<file path="src/rtl/fp_mult_pkg.sv">
// Shared types and constants for the FP multiplier back end.
// Covers round modes, status bit positions, special-value encodings and operand classification.
package fp_mult_pkg;

    typedef enum logic [2:0] {
        RND_NE = 3'b000,
        RND_TZ = 3'b001,
        RND_UP = 3'b010,
        RND_DN = 3'b011,
        RND_NU = 3'b100,
        RND_AZ = 3'b101
    } round_mode_e;

    localparam int ST_ZERO    = 0;
    localparam int ST_INF     = 1;
    localparam int ST_NAN     = 2;
    localparam int ST_TINY    = 3;
    localparam int ST_HUGE    = 4;
    localparam int ST_INEXACT = 5;

    localparam logic [31:0] CANON_NAN      = 32'h7FC00000;
    localparam logic [30:0] MAX_NORMAL_MAG = 31'h7F7FFFFF;
    localparam logic [30:0] MIN_NORMAL_MAG = 31'h00800000;
    localparam logic [7:0]  EXP_ALL_ONES   = 8'hFF;

    typedef struct packed {
        logic isNan;
        logic isInf;
        logic isZero;
    } op_class_t;

    typedef struct packed {
        logic        isNan;
        logic        isInf;
        logic        isZero;
        logic        sign;
        logic        huge;
        logic        tiny;
        logic        inexact;
        logic [7:0]  expField;
        logic [22:0] mant;
        round_mode_e mode;
    } s1_payload_t;

    // Reserved encodings 110/111 fold onto round-to-nearest-even.
    function automatic round_mode_e normRnd(input logic [2:0] rnd);
        return (rnd > 3'b101) ? RND_NE : round_mode_e'(rnd);
    endfunction

    function automatic logic roundsOutward(input round_mode_e mode, input logic sign);
        return (mode == RND_AZ) || ((mode == RND_UP) && !sign) || ((mode == RND_DN) && sign);
    endfunction

    // Subnormals classify as zero.
    function automatic op_class_t classify(input logic [30:0] mag);
        op_class_t c;
        c.isNan  = (mag[30:23] == EXP_ALL_ONES) && (mag[22:0] != 23'h0);
        c.isInf  = (mag[30:23] == EXP_ALL_ONES) && (mag[22:0] == 23'h0);
        c.isZero = (mag[30:23] == 8'h00);
        return c;
    endfunction

endpackage

</file>
<file path="src/rtl/fp_round.sv">
// Combinational mantissa rounder: applies the selected round mode to {1,mant}
// and reports the carry out of the hidden bit plus inexactness.
module fp_round
    import fp_mult_pkg::*;
(
    input  logic [2:0]  i_rnd,
    input  logic        i_sign,
    input  logic [22:0] i_mant,
    input  logic        i_guard,
    input  logic        i_sticky,
    output logic [22:0] o_mant,
    output logic        o_carry,
    output logic        o_inexact
);

    round_mode_e w_mode;
    logic        w_inexact;
    logic        w_roundUp;
    logic        w_unusedLead;

    always_comb begin
        w_mode    = normRnd(i_rnd);
        w_inexact = i_guard | i_sticky;
        case (w_mode)
            RND_NE:  w_roundUp = i_guard & (i_sticky | i_mant[0]);
            RND_TZ:  w_roundUp = 1'b0;
            RND_NU:  w_roundUp = i_guard;
            default: w_roundUp = roundsOutward(w_mode, i_sign) & w_inexact;
        endcase
    end

    // On carry the sum is exactly 1_0000..0, so the fraction is already cleared.
    assign {o_carry, w_unusedLead, o_mant} = {2'b01, i_mant} + {24'h0, w_roundUp};
    assign o_inexact = w_inexact;

endmodule

</file>
<file path="src/rtl/fp_round_exc.sv">
// Two-stage elastic round/exception/pack back end for single-precision multiply.
// Define STICKY_STATUS_EN to add the sticky_clr input and accumulated sticky_status output.
module fp_round_exc
    import fp_mult_pkg::*;
(
    input  logic        clk,
    input  logic        rst_n,
    input  logic        in_valid,
    output logic        in_ready,
    input  logic [31:0] a,
    input  logic [31:0] b,
    input  logic        sign_p,
    input  logic [9:0]  exp_p,
    input  logic [22:0] mant_p,
    input  logic        guard,
    input  logic        sticky,
    input  logic [2:0]  rnd,
    output logic        out_valid,
    input  logic        out_ready,
    output logic [31:0] z,
    output logic [7:0]  status
`ifdef STICKY_STATUS_EN
    ,
    input  logic        sticky_clr,
    output logic [7:0]  sticky_status
`endif
);

    op_class_t          w_aCls;
    op_class_t          w_bCls;
    logic [22:0]        w_rndMant;
    logic               w_carry;
    logic               w_inexact;
    logic               w_nearCarry;
    logic signed [10:0] w_expRnd;
    logic signed [10:0] w_expNear;
    logic               w_unusedSigns;
    s1_payload_t        w_s1Next;
    s1_payload_t        r_s1;
    logic               r_s1Valid;
    logic               r_s2Valid;
    logic [31:0]        r_z;
    logic [7:0]         r_status;
    logic [31:0]        w_zNext;
    logic [7:0]         w_statusNext;
    logic               w_s2Free;
    logic               w_s1Load;

    assign w_aCls        = classify(a[30:0]);
    assign w_bCls        = classify(b[30:0]);
    assign w_unusedSigns = a[31] ^ b[31];

    fp_round u_round (
        .i_rnd     (rnd),
        .i_sign    (sign_p),
        .i_mant    (mant_p),
        .i_guard   (guard),
        .i_sticky  (sticky),
        .o_mant    (w_rndMant),
        .o_carry   (w_carry),
        .o_inexact (w_inexact)
    );

    // Overflow also triggers when the exact value reaches the round-to-nearest
    // threshold, so truncating modes still flag huge and saturate to max-normal.
    assign w_nearCarry = (&mant_p) & guard;
    assign w_expRnd    = $signed({exp_p[9], exp_p}) + $signed({10'h0, w_carry});
    assign w_expNear   = $signed({exp_p[9], exp_p}) + $signed({10'h0, w_nearCarry});

    always_comb begin
        w_s1Next          = '0;
        w_s1Next.isNan    = w_aCls.isNan | w_bCls.isNan
                          | (w_aCls.isZero & w_bCls.isInf) | (w_aCls.isInf & w_bCls.isZero);
        w_s1Next.isInf    = w_aCls.isInf | w_bCls.isInf;
        w_s1Next.isZero   = w_aCls.isZero | w_bCls.isZero;
        w_s1Next.sign     = sign_p;
        w_s1Next.huge     = (w_expRnd >= 11'sd255) || (w_expNear >= 11'sd255);
        w_s1Next.tiny     = (w_expRnd <= 11'sd0);
        w_s1Next.inexact  = w_inexact;
        w_s1Next.expField = w_expRnd[7:0];
        w_s1Next.mant     = w_rndMant;
        w_s1Next.mode     = normRnd(rnd);
    end

    assign w_s2Free = ~r_s2Valid | out_ready;
    assign in_ready = ~r_s1Valid | w_s2Free;
    assign w_s1Load = in_valid & in_ready;

    always_ff @(posedge clk or negedge rst_n) begin
        if (!rst_n) begin
            r_s1Valid <= 1'b0;
            r_s1      <= '0;
        end else begin
            if (in_ready) r_s1Valid <= in_valid;
            if (w_s1Load) r_s1 <= w_s1Next;
        end
    end

    always_comb begin
        w_zNext      = '0;
        w_statusNext = '0;
        if (r_s1.isNan) begin
            w_zNext              = CANON_NAN;
            w_statusNext[ST_NAN] = 1'b1;
        end else if (r_s1.isInf) begin
            w_zNext              = {r_s1.sign, EXP_ALL_ONES, 23'h0};
            w_statusNext[ST_INF] = 1'b1;
        end else if (r_s1.isZero) begin
            w_zNext               = {r_s1.sign, 31'h0};
            w_statusNext[ST_ZERO] = 1'b1;
        end else if (r_s1.huge) begin
            w_statusNext[ST_HUGE]    = 1'b1;
            w_statusNext[ST_INEXACT] = 1'b1;
            if ((r_s1.mode == RND_NE) || (r_s1.mode == RND_NU) || roundsOutward(r_s1.mode, r_s1.sign)) begin
                w_zNext              = {r_s1.sign, EXP_ALL_ONES, 23'h0};
                w_statusNext[ST_INF] = 1'b1;
            end else begin
                w_zNext = {r_s1.sign, MAX_NORMAL_MAG};
            end
        end else if (r_s1.tiny) begin
            w_statusNext[ST_TINY]    = 1'b1;
            w_statusNext[ST_INEXACT] = 1'b1;
            if (roundsOutward(r_s1.mode, r_s1.sign)) begin
                w_zNext = {r_s1.sign, MIN_NORMAL_MAG};
            end else begin
                w_zNext               = {r_s1.sign, 31'h0};
                w_statusNext[ST_ZERO] = 1'b1;
            end
        end else begin
            w_zNext                  = {r_s1.sign, r_s1.expField, r_s1.mant};
            w_statusNext[ST_INEXACT] = r_s1.inexact;
        end
    end

    always_ff @(posedge clk or negedge rst_n) begin
        if (!rst_n) begin
            r_s2Valid <= 1'b0;
            r_z       <= '0;
            r_status  <= '0;
        end else if (w_s2Free) begin
            r_s2Valid <= r_s1Valid;
            if (r_s1Valid) begin
                r_z      <= w_zNext;
                r_status <= w_statusNext;
            end
        end
    end

    assign out_valid = r_s2Valid;
    assign z         = r_z;
    assign status    = r_status;

`ifdef STICKY_STATUS_EN
    logic [7:0] r_stickyStatus;

    always_ff @(posedge clk or negedge rst_n) begin
        if (!rst_n) begin
            r_stickyStatus <= '0;
        end else if (sticky_clr) begin
            r_stickyStatus <= '0;
        end else if (r_s2Valid && out_ready) begin
            r_stickyStatus <= r_stickyStatus | r_status;
        end
    end

    assign sticky_status = r_stickyStatus;
`endif

endmodule
</file>
<file path="config.mk">
export PLATFORM = sky130hd
export DESIGN_NAME = fp_round_exc
export DESIGN_NICKNAME = d
export VERILOG_FILES = /design/src/rtl/fp_mult_pkg.sv /design/src/rtl/fp_round.sv /design/src/rtl/fp_round_exc.sv
export SDC_FILE = /design/constraint.sdc
export NUM_CORES = 1
export LEC_CHECK = 0
export ABC_CLOCK_PERIOD_IN_PS = 4000
export CAP_MARGIN = 20
export CORE_MARGIN = 2
export CORE_UTILIZATION = 50
export CTS_CLUSTER_SIZE = 25
export DETAILED_ROUTE_END_ITERATION = 6
export PLACE_DENSITY = 0.91
export RECOVER_POWER = 25
export SKIP_LAST_GASP = 1
export SLEW_MARGIN = 20
export SYNTH_ARGS = -nofsm -noshare
export SYNTH_HDL_FRONTEND = slang
export SYNTH_SLANG_ARGS = --single-unit
</file>
<file path="constraint.sdc">
create_clock -name clk -period 4 [get_ports clk]
set_clock_uncertainty 0.1 [all_clocks]
set_input_delay 0.4 -clock clk [delete_from_list [all_inputs] [get_ports clk]]
set_output_delay 0.4 -clock clk [all_outputs]
set_load 0.005 [all_outputs]
</file>
==> results of run 1 <==
==> worst register-to-register path, cell delays in order, from the launching register on <==
cell and delay, ns:
dfrtp_1 0.49, nor2b_1 0.16, o21ai_0 0.14, a21oi_2 0.84, a21oi_1 0.11, o21ai_0 0.25
==> worst max-delay path by stage <==
stage	cells past startpoint	end	slack [ns]	from
finish	18	r_s1[35]$_DFFE_PN0P_	0.26	rnd[2]
global route	18	r_s1[36]$_DFFE_PN0P_	0.05	rnd[2]
CTS	18	r_s1[36]$_DFFE_PN0P_	0.13	rnd[2]
detailed placement	18	r_s1[36]$_DFFE_PN0P_	-0.24	rnd[2]
global placement	18	r_s1[36]$_DFFE_PN0P_	0.1	rnd[2]
floorplan	17	r_s1[36]$_DFFE_PN0P_	0.76	rnd[1]
==> power by group through the flow <==
stage               Clock (mW)  Sequential, mW  Combinational (mW)
floorplan                    0            1.04               0.239
global placement             0            1.04               0.573
detailed placement           0            1.05               0.603
CTS                      0.642            1.04               0.610
global route             0.682            1.06               0.667
finish                   0.641            1.04               0.613
==> cell families (layout without fill, tap and decap cells) <==
family                   count (synthesis)  after routing
AND/OR/NAND/NOR                        235            235
AO/OA/AOI/OAI                          119            119
flip-flops                              81             81
multiplexers                             4              4
other                                    1              2
XOR/XNOR                                29             29
adder cells (fa/ha/maj)                  6              6
buffers and inverters                   31            170
==> cells in the final DEF (no fill, tap or decap), drive strengths merged, types with 6 or more instances in the layout <==
cell type,n
clkdlybuf4s50,142
nand4,17
xnor2,15
buf,6
nor2,33
clkbuf,13
a21oi,37
dfrtp,81
nand2,107
nand3,18
nor3,13
nor4,12
ha,6
o311ai,6
xor2,14
o21ai,59
==> layer usage <==
layer / track usage, % / up-vias
met4: 10.04 / 0
met2: 43.40 / 169
met3: 3.741 / 24
met1: 35.98 / 2099
li1: - / 2051
met5: 0 / -
==> stage by stage <==
step / cell area (um2) / util (%)
finish: 6093 / 70.91
global placement: 5863 / 68.23
floorplan: 4364 / -
global route: 6093 / 70.91
CTS: 6073 / 70.68
detailed placement: 5863 / 68.23
==> timing repair <==
item / in CTS / in global routing
endpoints found under the setup margin: 0 / 1
resized for setup: 0 / 6
setup buffers: 0 / 1
==> cell type report <==
class / instances / area, um2 / share of cell area [%]
Clock buffer: 12 / 145.1 / 2.382
Clock inverter: 3 / 65.06 / 1.068
Inverter: 5 / 18.77 / 0.3080
Multi-Input combinational cell: 395 / 2221 / 36.45
Sequential cell: 81 / 2027 / 33.26
Tap cell: 108 / 135.1 / 2.218
Timing Repair Buffer: 150 / 1481 / 24.31
==> sequential cells by signal (all words and copies together), names as in the netlist <==
signal	cells
r_s1	41
z	32
status	6
out_valid	1
r_s1Valid	1
==> results.sh, run 1 <==
export IMPL_die_area_um2=9484
export IMPL_compound_gate_fraction_of_synth_area_pct=15.41
export IMPL_wirelength_met1_mm=5.229
export IMPL_maximum_number_of_pins_on_one_net_before_global_route_repair=82
export IMPL_critPathMostFrequentCell="ha_1"
export IMPL_worst_r2r_startpoint="r_s1[37]$_DFFE_PN0P_"
export IMPL_min_from="z[21]$_DFFE_PN0P_"
export IMPL_setup_worst_path_end_class="flop"
export IMPL_critPathTopFamily="simple AND/OR/NAND/NOR gates"
export IMPL_total_routed_length_mm=12.56
export IMPL_yosys_register_bits=81
export IMPL_min_period_over_period_pct=93.38
export IMPL_maxClockFrequency_mhz=267.7
export IMPL_synth_seq_area_share_pct=46.48
export IMPL_num_antenna_cells=0
export IMPL_critical_path_peak_fanout=5
export IMPL_setup_viol=0
export IMPL_share_clk_of_total_power_pct=27.9
export IMPL_drt_first_pass_iters=6
export IMPL_met3RoutedLength_um=749
export IMPL_slack_of_the_worst_reg_to_reg_path_ns=1.80
export IMPL_layout_filler_cells=651
export IMPL_first_global_vias=4275
export IMPL_timing_final_max_slew_violations=82
export IMPL_design_power_mw=2.295
export IMPL_synth_lib_cells_used_distinct=53
export IMPL_power_share_switching_pct=28.36
export IMPL_cts_buffers_inserted=9
export IMPL_clock_root_buffer="clkbuf_8"
export IMPL_worst_hold_path_num_cells=2
export IMPL_synth_main_ff_cell="dfrtp_1"
export IMPL_fraction_of_registers_with_async_set_reset_pct=100.0
export IMPL_gp_routability_congestion=0.8624
export IMPL_yosys_top_cells_count="107 x nand2_1, 81 x dfrtp_1, 52 x o21ai_0, 36 x a21oi_1, 32 x nor2_1"
export IMPL_numPlacedInstances=738
export IMPL_cpPeakStageDelay_ns=0.53
export IMPL_worst_ep_arrival_time_ns=3.91
export IMPL_met2RoutedLength_mm=6.280
export IMPL_ff2ff_path_depth=5
export IMPL_worst_margin_pin_slew_ns=1.917
export IMPL_ctsHtreeMaxLevel=3
export IMPL_later_pin_clock_latency_in_the_skew_report_ns=0.36
export IMPL_max_slew_margin_pct=-27.77
export IMPL_initial_standard_cell_utilization_of_the_core_pct=50.74
export IMPL_synth_largest_area_cell="dfrtp_1"
export IMPL_timing_critical_path_required_ns=4.17
export IMPL_period_needed_ns=3.735
export IMPL_post_route_worst_setup_slack_ns=0.2649
export IMPL_syn_inst=506
export IMPL_synth_top_family_by_area="simple AND/OR/NAND/NOR gates"
export IMPL_post_synth_cell_area_avg_um2=8.617
export IMPL_track_usage_pct=26.49
export IMPL_rows=34
export IMPL_max_cap_viol_count=1
export IMPL_power_frac_comb_pct=26.7
export IMPL_hold_viol=0
export IMPL_power_report_internal_total_mw=1.644
export IMPL_drt_drc_violations_left=0
export IMPL_antenna_left=0
export IMPL_crit_type="in -> reg"
export IMPL_finalHoldWorstSlack_ns=0.3874
export IMPL_final_instance_count_excl_fill=754
export IMPL_layout_drive_gt1_share_pct=5.573
export IMPL_critical_path_n_buffers_inverters=2
export IMPL_io_buffer_count=144
export IMPL_via_count=4343
export IMPL_syn2layout_area_growth_pct=39.74
export IMPL_p_seq_share_pct=45.4
export IMPL_drt_iter0_drc=397
export IMPL_worst_r2r_endpoint="z[7]$_DFFE_PN0P_"
export IMPL_cts_tree="done"
export IMPL_outcome="finished, violations left"
export IMPL_start_kind="input pin"
export IMPL_synth_xor_area_share_pct=5.825
export IMPL_worst_path_cell_chain="clkdlybuf4s50_1 -> and3b_1 -> o21ai_1 -> o31ai_2 -> o21ai_0 -> nand2_1 -> ha_1 -> ha_1 -> and3_1 -> nand3_2 -> nor2_1 -> ha_1 -> buf_4 -> nand3_1 -> xor2_1 -> nor4b_1 -> nand3_1 -> a22oi_1"
export IMPL_cts_hold_buffers=0
export IMPL_yosysMostFrequentCell="nand2_1"
export IMPL_floorplan_core_area_um2=8593
export IMPL_routed_top_layer="met4"
export IMPL_syn_area_um2=4360
export IMPL_pwr_density_cell_nw_per_um2=376.6
export IMPL_drt_vias_per_instance=5.760
export IMPL_grt_antenna_before_repair=0
export IMPL_dpl_worst_slack_ns=-0.2395
export IMPL_worst_ir_drop_vdd_v=0.0001599
export IMPL_clk_pin_slew_worst_paths_ns=0.07
export IMPL_grt_remaining_overflow=0
export IMPL_die_height_um=97.39
export IMPL_synth_top_cell_area_share_pct=46.48
export IMPL_rsz0062_at_grt="false"
export IMPL_violations="capacitance limit, slew limit"
export IMPL_synth_simple_gate_area_share_pct=26.40
export IMPL_ys_warn_count=0
export IMPL_total_leakage_power_nw=2.431
export IMPL_clock_sink_count=81
export IMPL_final_nets=755
export IMPL_min_path_type="reg -> reg"
export IMPL_min_to="z[21]$_DFFE_PN0P_"
export IMPL_top_level_ports=149
export IMPL_dp_final_hpwl_mm=9.564
export IMPL_dieWidth_um=97.39
export IMPL_synth_edff_count=0
export IMPL_timing_critical_path_slowest_stage_cell="clkdlybuf4s50_1"
export IMPL_grt_first_pass_wirelength_mm=20.52
export IMPL_post_synth_main_area_contributors="dfrtp_1 46%, nand2_1 9.2%, o21ai_0 6.0%"
export IMPL_synth_adder_area_share_pct=1.722
export IMPL_multiplexer_share_of_the_synthesized_area_pct=1.004
export IMPL_cts_buffer_depth=2
export IMPL_fin_tns_setup_ns=0
export IMPL_avgRoutedWirePerCell_um=16.66
export IMPL_netSwitchingPower_mw=0.6509
Note: power is estimated with default switching activity, not from simulation.
==> run 2, diff against run 1 <==
- CORE_MARGIN: 2 -> 1
==> results.sh, run 2 (same netlist as run 1, synthesis figures left out) <==
export IMPL_clk_pin_slew_worst_paths_ns=0.08
export IMPL_dpl_worst_slack_ns=-0.1859
export IMPL_worst_ir_drop_vdd_v=0.0002021
export IMPL_dp_final_hpwl_mm=9.101
export IMPL_total_routed_length_mm=12.09
export IMPL_setup_viol=0
export IMPL_cpPeakStageDelay_ns=0.53
export IMPL_antenna_left=0
export IMPL_io_buffer_count=144
export IMPL_timing_critical_path_slowest_stage_cell="clkdlybuf4s50_1"
export IMPL_post_route_worst_setup_slack_ns=0.2866
export IMPL_clock_root_buffer="clkbuf_8"
export IMPL_groute_layer_met1_usage_pct=37.64
export IMPL_max_cap_viol_count=1
export IMPL_max_ffs_per_register=41
export IMPL_worst_hold_path_num_cells=2
export IMPL_avgRoutedWirePerCell_um=16.08
export IMPL_worst_r2r_startpoint="r_s1[37]$_DFFE_PN0P_"
export IMPL_grt_remaining_overflow=0
export IMPL_numPlacedInstances=736
export IMPL_timing_critical_path_required_ns=4.12
export IMPL_worst_ep_arrival_time_ns=3.83
export IMPL_finalHoldWorstSlack_ns=0.3719
export IMPL_min_period_over_period_pct=92.83
export IMPL_drt_vias_per_instance=5.742
export IMPL_maximum_number_of_pins_on_one_net_before_global_route_repair=82
export IMPL_grt_antenna_before_repair=0
export IMPL_final_instance_count_excl_fill=752
export IMPL_critical_path_peak_fanout=5
export IMPL_maxClockFrequency_mhz=269.3
export IMPL_period_needed_ns=3.713
export IMPL_layout_cells_most_common_list="142 x clkdlybuf4s50_1, 106 x nand2_1, 81 x dfrtp_1"
export IMPL_cts_hold_buffers=0
export IMPL_fin_tns_setup_ns=0
export IMPL_worst_path_cell_chain="clkdlybuf4s50_1 -> and3b_1 -> o21ai_0 -> o31ai_1 -> o21ai_0 -> nand2_1 -> ha_1 -> ha_1 -> and3_1 -> nand3_2 -> nor2_1 -> ha_1 -> ha_1 -> and3_1 -> and3_1 -> xor2_1 -> a32oi_1 -> o31ai_1"
export IMPL_non_filler_cell_area_final_um2=6080
export IMPL_initial_standard_cell_utilization_of_the_core_pct=52.28
export IMPL_postCtsSetupRepairBufs=0
export IMPL_min_from="z[31]$_DFFE_PN0P_"
export IMPL_clock_sink_count=81
export IMPL_top_level_ports=149
export IMPL_cts_buffers_inserted=9
export IMPL_post_cts_resized=0
export IMPL_die_area_um2=9098
export IMPL_syn2layout_area_growth_pct=39.43
export IMPL_ctsHtreeMaxLevel=3
export IMPL_setup_worst_path_end_class="flop"
export IMPL_floorplan_core_area_um2=8341
export IMPL_slack_of_the_worst_reg_to_reg_path_ns=1.76
export IMPL_drt_first_pass_iters=5
export IMPL_violations="capacitance limit, slew limit"
export IMPL_final_nets=755
export IMPL_cts_buffer_depth=2
export IMPL_dieWidth_um=95.39
export IMPL_worst_margin_pin_slew_ns=1.907
export IMPL_min_path_type="reg -> reg"
export IMPL_highest_utilization_routing_layer_at_the_global_route_stage="met2"
export IMPL_later_pin_clock_latency_in_the_skew_report_ns=0.36
export IMPL_via_count=4318
export IMPL_gp_routability_congestion=0.9393
export IMPL_max_slew_margin_pct=-27.12
export IMPL_rows=33
export IMPL_timing_final_max_slew_violations=82
export IMPL_grt_first_pass_wirelength_mm=19.62
export IMPL_start_kind="input pin"
export IMPL_first_global_vias=4069
export IMPL_die_height_um=95.39
export IMPL_design_power_mw=2.280
export IMPL_ff2ff_path_depth=5
export IMPL_mostFrequentLayoutCell="clkdlybuf4s50_1"
export IMPL_total_leakage_power_nw=2.425
export IMPL_hold_viol=0
export IMPL_num_antenna_cells=0
export IMPL_grtUsageMet3_pct=5.662
export IMPL_critPathMostFrequentCell="ha_1"
export IMPL_final_util_pct=72.89
export IMPL_use_met2_pct=45.83
export IMPL_pwr_density_cell_nw_per_um2=375.0
export IMPL_min_to="z[31]$_DFFE_PN0P_"
export IMPL_worst_r2r_endpoint="z[7]$_DFFE_PN0P_"
export IMPL_crit_type="in -> reg"
export IMPL_cts_tree="done"
export IMPL_track_usage_pct=28.11
export IMPL_outcome="finished, violations left"
export IMPL_drt_iter0_drc=321
export IMPL_largest_register_by_flop_count="r_s1"
export IMPL_placedInstanceArea_um2=5867
export IMPL_drt_drc_violations_left=0
export IMPL_layout_drive_gt1_share_pct=5.564
export IMPL_rsz0062_at_grt="false"
run 2: metal layers:
metal  share of wire [%]  routed length (um)  up-vias
met5                   0                   0        -
met4                 1.9                 232        0
met3                 7.2                 876       24
met2                  49                5919      200
met1                  42                5061     2033
li1                    -                   -     2061
run 2: cell type report:
type	count	area [um2]
inverters	5	18.77
multi-input cells	395	2206
flip-flops and latches	81	2027
clock buffers	12	165.2
clock inverters	4	50.05
fillers	612	2261
well taps	105	131.4
repair buffers	150	1481
run 2: worst max-delay path by stage:
| stage | start | endpoint | slack (ns) | cells after the start |
|---|---|---|---|---|
| 2_1_floorplan | rnd[1] | r_s1[36]$_DFFE_PN0P_ | 0.76 | 17 |
| 3_3_place_gp | rnd[2] | r_s1[36]$_DFFE_PN0P_ | 0.13 | 18 |
| 3_5_place_dp | rnd[2] | r_s1[36]$_DFFE_PN0P_ | -0.19 | 17 |
| 4_1_cts | rnd[2] | r_s1[36]$_DFFE_PN0P_ | 0.21 | 17 |
| 5_1_grt | rnd[2] | r_s1[36]$_DFFE_PN0P_ | 0.01 | 18 |
| 6_report | rnd[2] | r_s1[36]$_DFFE_PN0P_ | 0.29 | 18 |
run 2: where the power goes:
part | switching (mW) | leakage, nW | internal [mW]
clock network | 0.292 | 0.105 | 0.338
logic | 0.281 | 1.32 | 0.328
registers | 0.0907 | 1.00 | 0.950
total | 0.663 | 2.43 | 1.62
run 2: worst max-delay path, delay by kind of cell:
family                   cells  cell delay (ns)
AND/OR/NAND/NOR              7             1.11
AO/OA/AOI/OAI                5             0.75
buffers and inverters        1             0.53
XOR/XNOR                     1             0.14
adder cells (fa/ha/maj)      4             0.88
==> run 3, diff against run 2 <==
- SKIP_LAST_GASP: 1 -> unset
==> results of run 3 <==
The final DEF is identical to that of run 2; final timing and power are the same.
